$ cat src/rtl/uart_pkg.sv
// Shared UART types and constants: rx FSM states, stop-bit encoding, frame sizing.
// Used by both the receive and transmit paths.
package uart_pkg;

    localparam int UART_DATA_BITS  = 8;
    localparam int UART_OVERSAMPLE = 16;
    localparam int RX_WORD_W       = 9;

    typedef enum logic [2:0] {
        RX_IDLE,
        RX_START,
        RX_DATA,
        RX_PARITY,
        RX_STOP
    } rx_state_e;

    typedef enum logic [1:0] {
        STOP_1  = 2'b00,
        STOP_2  = 2'b01,
        STOP_3  = 2'b10,
        STOP_3B = 2'b11
    } stop_sel_e;

    function automatic logic [1:0] stop_count(input stop_sel_e sbit);
        case (sbit)
            STOP_1:  stop_count = 2'd1;
            STOP_2:  stop_count = 2'd2;
            default: stop_count = 2'd3;
        endcase
    endfunction

endpackage

$ cat src/rtl/uart_baud_gen.sv
// Fractional 16x baud tick: accumulator adds freq each clk and wraps at limit, ticking on wrap.
// Tick is registered (one clk after the wrapping sum); limit of zero freezes the accumulator.
module uart_baud_gen (
    input  logic        clk,
    input  logic        reset,
    input  logic [11:0] freq_i,
    input  logic [15:0] limit_i,
    output logic        tick_o
);

    logic [15:0] acc_q, acc_d;
    logic        tick_q, tick_d;
    logic [16:0] sum;
    logic [16:0] wrapped;

    always_comb begin
        sum     = {1'b0, acc_q} + {5'b0, freq_i};
        wrapped = sum - {1'b0, limit_i};
        acc_d   = acc_q;
        tick_d  = 1'b0;
        if (limit_i != 16'd0) begin
            if (sum >= {1'b0, limit_i}) begin
                acc_d  = wrapped[15:0];
                tick_d = 1'b1;
            end else begin
                acc_d = sum[15:0];
            end
        end
    end

    always_ff @(posedge clk or posedge reset) begin
        if (reset) begin
            acc_q  <= '0;
            tick_q <= 1'b0;
        end else begin
            acc_q  <= acc_d;
            tick_q <= tick_d;
        end
    end

    assign tick_o = tick_q;

endmodule

$ cat src/rtl/uart_rx_core.sv
// UART receiver: synchronizer, 16x oversampling FSM, {err,data} word out one clk after last stop sample.
// No backpressure: a word arriving while the FIFO is full is dropped and flagged as overrun.
module uart_rx_core import uart_pkg::*; #(
    parameter int DATA_BITS   = UART_DATA_BITS,
    parameter int OVERSAMPLE  = UART_OVERSAMPLE,
    parameter int SYNC_STAGES = 2
) (
    input  logic             clk,
    input  logic             reset,
    input  logic             rxd,
    input  logic             cr_pbit,
    input  logic             cr_ptype,
    input  logic [1:0]       cr_sbit,
    input  logic [11:0]      cr_baud_freq,
    input  logic [15:0]      cr_baud_limit,
    input  logic             fifo_rx_full,
    output logic             rx_wr,
    output logic [DATA_BITS:0] rx_wdata,
    output logic             stat_parity_err,
    output logic             stat_frame_err,
    output logic             stat_overrun,
    output logic             rx_busy
);

    localparam int SW = $clog2(OVERSAMPLE);
    localparam int BW = $clog2(DATA_BITS);
    localparam logic [SW-1:0] S_MID  = SW'(OVERSAMPLE/2 - 1);
    localparam logic [SW-1:0] S_LAST = SW'(OVERSAMPLE - 1);
    localparam logic [BW-1:0] B_LAST = BW'(DATA_BITS - 1);

    logic                   tick;
    logic [SYNC_STAGES-1:0] sync_q;
    logic                   rxs;

    rx_state_e              state_q;
    logic [SW-1:0]          s_q;
    logic [BW-1:0]          b_q;
    logic [1:0]             k_q;
    logic [DATA_BITS-1:0]   data_q;
    logic                   pbit_q, ptype_q;
    logic [1:0]             nstop_q;
    logic                   perr_q, ferr_q;
    logic                   armed_q;
    logic                   rx_wr_q, perr_pulse_q, ferr_pulse_q, ovr_pulse_q;
    logic [DATA_BITS:0]     rx_wdata_q;
    logic                   ferr_final;

    uart_baud_gen u_baud (
        .clk     (clk),
        .reset   (reset),
        .freq_i  (cr_baud_freq),
        .limit_i (cr_baud_limit),
        .tick_o  (tick)
    );

    always_ff @(posedge clk or posedge reset) begin
        if (reset) sync_q <= '1;
        else       sync_q <= {sync_q[SYNC_STAGES-2:0], rxd};
    end

    assign rxs        = sync_q[SYNC_STAGES-1];
    assign ferr_final = ferr_q | ~rxs;

    always_ff @(posedge clk or posedge reset) begin
        if (reset) begin
            state_q      <= RX_IDLE;
            s_q          <= '0;
            b_q          <= '0;
            k_q          <= '0;
            data_q       <= '0;
            pbit_q       <= 1'b0;
            ptype_q      <= 1'b0;
            nstop_q      <= 2'd1;
            perr_q       <= 1'b0;
            ferr_q       <= 1'b0;
            armed_q      <= 1'b0;
            rx_wr_q      <= 1'b0;
            rx_wdata_q   <= '0;
            perr_pulse_q <= 1'b0;
            ferr_pulse_q <= 1'b0;
            ovr_pulse_q  <= 1'b0;
        end else begin
            rx_wr_q      <= 1'b0;
            perr_pulse_q <= 1'b0;
            ferr_pulse_q <= 1'b0;
            ovr_pulse_q  <= 1'b0;
            case (state_q)
                RX_IDLE: begin
                    // After a break the line must return high before a new start is accepted.
                    if (!rxs && armed_q) begin
                        pbit_q  <= cr_pbit;
                        ptype_q <= cr_ptype;
                        nstop_q <= stop_count(stop_sel_e'(cr_sbit));
                        perr_q  <= 1'b0;
                        ferr_q  <= 1'b0;
                        s_q     <= '0;
                        state_q <= RX_START;
                    end else if (rxs) begin
                        armed_q <= 1'b1;
                    end
                end
                RX_START: if (tick) begin
                    if (s_q == S_MID) begin
                        if (rxs) begin
                            state_q <= RX_IDLE;
                        end else begin
                            s_q     <= '0;
                            b_q     <= '0;
                            state_q <= RX_DATA;
                        end
                    end else begin
                        s_q <= s_q + 1'b1;
                    end
                end
                RX_DATA: if (tick) begin
                    if (s_q == S_LAST) begin
                        s_q         <= '0;
                        data_q[b_q] <= rxs;
                        b_q         <= b_q + 1'b1;
                        if (b_q == B_LAST) begin
                            k_q     <= '0;
                            state_q <= pbit_q ? RX_PARITY : RX_STOP;
                        end
                    end else begin
                        s_q <= s_q + 1'b1;
                    end
                end
                RX_PARITY: if (tick) begin
                    if (s_q == S_LAST) begin
                        s_q     <= '0;
                        perr_q  <= ((^data_q) ^ rxs) != ptype_q;
                        state_q <= RX_STOP;
                    end else begin
                        s_q <= s_q + 1'b1;
                    end
                end
                RX_STOP: if (tick) begin
                    if (s_q == S_LAST) begin
                        s_q    <= '0;
                        k_q    <= k_q + 1'b1;
                        ferr_q <= ferr_final;
                        if (k_q == nstop_q - 2'd1) begin
                            state_q      <= RX_IDLE;
                            armed_q      <= rxs;
                            rx_wr_q      <= !fifo_rx_full;
                            ovr_pulse_q  <= fifo_rx_full;
                            perr_pulse_q <= perr_q;
                            ferr_pulse_q <= ferr_final;
                            if (!fifo_rx_full) rx_wdata_q <= {perr_q | ferr_final, data_q};
                        end
                    end else begin
                        s_q <= s_q + 1'b1;
                    end
                end
                default: state_q <= RX_IDLE;
            endcase
        end
    end

    assign rx_wr           = rx_wr_q;
    assign rx_wdata        = rx_wdata_q;
    assign stat_parity_err = perr_pulse_q;
    assign stat_frame_err  = ferr_pulse_q;
    assign stat_overrun    = ovr_pulse_q;
    assign rx_busy         = (state_q != RX_IDLE);

endmodule

$ cat config.mk
export PLATFORM = sky130hd
export DESIGN_NAME = uart_rx_core
export DESIGN_NICKNAME = d
export VERILOG_FILES = /design/src/rtl/uart_pkg.sv /design/src/rtl/uart_baud_gen.sv /design/src/rtl/uart_rx_core.sv
export SDC_FILE = /design/constraint.sdc
export NUM_CORES = 1
export LEC_CHECK = 0
export BUFFER_PORTS_ARGS = -buffer_cell sky130_fd_sc_hd__buf_4
export CAP_MARGIN = 5
export CORE_UTILIZATION = 54
export CTS_CLUSTER_SIZE = 30
export DETAILED_ROUTE_END_ITERATION = 7
export GPL_TIMING_DRIVEN = 0
export HOLD_SLACK_MARGIN = 0.03
export PLACE_DENSITY = 0.84
export SYNTH_ARGS = -nofsm -noshare
export SYNTH_HDL_FRONTEND = slang
export SYNTH_SLANG_ARGS = --single-unit
$ cat constraint.sdc
create_clock -name clk -period 3.8 [get_ports clk]
set_input_delay 0.38 -clock clk [delete_from_list [all_inputs] [get_ports clk]]
set_output_delay 0.38 -clock clk [all_outputs]
set_load 0.05 [all_outputs]
==> results.md <==
- Chip height: 91.0 µm
- Worst endpoint required time: 4.02 ns
- Asr flop ratio synth: 1.00
- Crit end category: register
- Largest net degree at the start of global routing: 41
- DR DRC count: 0
- Most frequent cells after synthesis: 56 x dfrtp_1, 47 x nor2_1, 39 x nand2_1
- Worst setup margin: -0.417 ns
- Hold_buf cts: 0
- IO buf count: 49
- Largest family of logic cells by synthesized area: simple AND/OR/NAND/NOR gates
- Worst reg-to-reg setup slack: -0.42 ns
- Slowest stage delay, CP: 0.43 ns
- Synthesis-to-layout area growth: 28.1%
- NumNets Final: 635
- DP Wirelength: 7.81 mm
- First-pass GRT wire length: 19.7 mm
- N_diodes: 0
- Status: finished with violations
- Post-Synth XOR/XNOR Area: 0.0695
- Fin crit share: 1.11
- CP max stage cell: fa_2
- Root Buffer: clkbuf_8
- Clk slew on worst S/H paths: 0.08 ns
- Yosys reg bits: 59
- Routed WL per cell: 18.1 µm
- Critical path peak fanout: 4
- WS Path Type: reg -> reg
- Vias in the first global route: 4261
- Share of layout cells above drive strength 1: 0.275
- Min-delay worst type: in -> async
- RSZ-0062 raised after global routing: true
- F_max: 0.237 GHz
- Top_reg_cell synth: dfrtp_1
- Die Area: 0.00829 mm²
- Syn Area/Cell: 8.85 µm²
- Compound-gate portion of the synthesized area: 0.184
- CTS Sinks: 59
- Routed Antenna Nets: 0
- Post-Route Skew: 0.0111 ns
- Width of the die: 91.0 µm
- GR Layer Usage met1: 0.333
- Grt total ovfl: 0
- WHS: 0.0557 ns
- DRT Pass-1 Iters: 5
- Warnings from Yosys: 0
- Syn nets: 553
- EDFF count, synth: 0
- Worst setup SP type: register
- Met3 Use GR: 0.0578
- Post-synthesis simple-gate area fraction: 0.191
- Core area: 0.00769 mm²
- Drt total wl: 12.2 mm
- H-Tree Depth: 3
- Finished Core Util: 0.713
- Vias per Instance: 6.11
- Synth cell types: 60
- Layout Cells excl Fill: 673
- Max-slew violations: 0
- Top Usage Layer GRT: met2
- Initial DRC count: 246
- Post-Synth Adder-Cell Area: 0.0999
- GRT met2 Usage: 0.547
- CP cell instances: ha_4 > fa_2 > a211oi_2 > o21bai_2 > a21oi_2 > o21bai_1 > xor2_1 > ha_1 > a21oi_2 > o21ai_2 > or3_4 > o21ai_4 > a41oi_4 > buf_6 > nor2_4 > buf_6 > nor2_4 > a221o_1
- Starting density of the core: 0.557
- WP data arrival: 4.44 ns
- # IOs: 50
- Post-Synthesis Cells: 484
- Vias: 4114
- TritonCTS Buffers: 9
- Post-synthesis mux area share: 0.0660
- Worst rel slew slack: 0.563
- Post-route minimum period: 4.22 ns
- CTS tree: yes
- Fillcell total: 584
- DP Worst Slack: -1.01 ns
- Maxcap violations: 0
- Initial antenna violation count: 0
- Final Hold Vio Count: 0
- Synth Cell Area: 0.00428 mm²
- Ranking of synthesized cells by area: dfrtp_1 33%, ha_1 9.1%, xnor2_1 5.5%, mux2_2 4.7%, a21oi_1 4.2%
- Failing checks: setup timing
- Clock tree buffer depth: 2
- Synth area leader: dfrtp_1
- Final setup vio count: 17
- Tightest Pin Transition: 0.656 ns
- Sequential fraction of the synthesis area: 0.346
- Top cell type's share of synthesized area: 0.327
- # rows: 32
- Dpl cells: 636
- Total track usage: 0.298
- Count leader, synth: dfrtp_1
- Final GP Congestion: 0.944
- Worst skew pair latency: 0.35 ns
-- worst max-delay path: cells and delay by family, from the launching register on --
kind | cells | cell delay [ns]
AO/OA/AOI/OAI | 9 | 1.62
XOR/XNOR | 1 | 0.21
adder cells (fa/ha/maj) | 3 | 0.93
buffers and inverters | 2 | 0.32
flip-flops | 1 | 0.41
AND/OR/NAND/NOR | 3 | 0.62
-- cell type report --
class                   instances  area (µm²)  area share
plain buffers                  12        65.1      0.0119
clock buffers                  10         138      0.0251
clock inverters                 6        88.8      0.0162
inverters                      29         109      0.0199
multi-input cells             382        2880       0.526
flip-flops and latches         59        1480       0.270
well taps                     102         128      0.0233
repair buffers                 73         592       0.108
-- metal layers --
layer,up-vias,share of wire,wire length (µm)
met5,-,0,0
li1,1898,-,-
met3,65,0.055,673
met1,1960,0.38,4610
met2,191,0.52,6380
met4,0,0.042,516
-- layout by cell type (no fill, tap or decap), drive strengths merged, types with 3 or more instances in the layout --
cell type   n
buf        76
dfrtp      56
nor2       48
o21ai      43
nand2      39
a21oi      36
ha         31
inv        28
xnor2      27
clkbuf     19
mux2       18
nor3       13
a21o       10
and3        9
nor4        9
nand4       8
mux2i       8
a211oi      8
xor2        7
nand3       7
nor2b       6
or3         5
a21boi      5
o31ai       4
o21bai      4
and2        3
nand2b      3
nand3b      3
dfstp       3
or2         3
clkinv      3
-- stage by stage --
step	setup TNS, ns	cell area [µm²]
after floorplan	-2.44	4340
after global placement	-11.94	4830
after detailed placement	-14.24	4850
after CTS	-6.89	5330
after global routing	-8.87	5480
final	-6.24	5480
-- flip-flops by register name, indices dropped and copies added, names as in the netlist --
register         cells
rx_wdata             9
stat_parity_err      1
pbit_q               1
perr_q               1
u_baud.tick_o        1
data_q               8
stat_frame_err       1
nstop_q              2
rx_wr                1
ptype_q              1
k_q                  2
armed_q              1
state_q              3
ferr_q               1
sync_q               2
s_q                  4
b_q                  3
stat_overrun         1
u_baud.acc_q        16
-- path summary, 6_finish.rpt --
kind | startpoint | endpoint | cells past startpoint
min | reset | u_baud.acc_q[8]$_DFFE_PP0P_ | 2
min in group clk | rxd | sync_q[0]$_DFF_PP1_ | 1
max reg2reg | u_baud.acc_q[0]$_DFFE_PP0P_ | u_baud.acc_q[12]$_DFFE_PP0P_ | 18
min reg2reg | sync_q[0]$_DFF_PP1_ | sync_q[1]$_DFF_PP1_ | 0
max | u_baud.acc_q[0]$_DFFE_PP0P_ | u_baud.acc_q[12]$_DFFE_PP0P_ | 18
max in group asynchronous | reset | nstop_q[0]$_DFFE_PP1P_ | 3
-- what timing repair did --
action,in CTS,in global routing
resized for setup,22,26
setup buffers,16,7
cloned,1,0
endpoints found under the setup margin,17,17
pin swaps,23,30
-- logic make-up after synthesis --
kind of cell	after synthesis
compound gates	127
buf+inv	43
fa+ha+maj	33
xor+xnor	34
flops	59
mux	26
simple gates	162
Power is left out: the tool's default activity adds up to more than one toggle a clock period on the data nets, which glitch-free logic cannot reach.
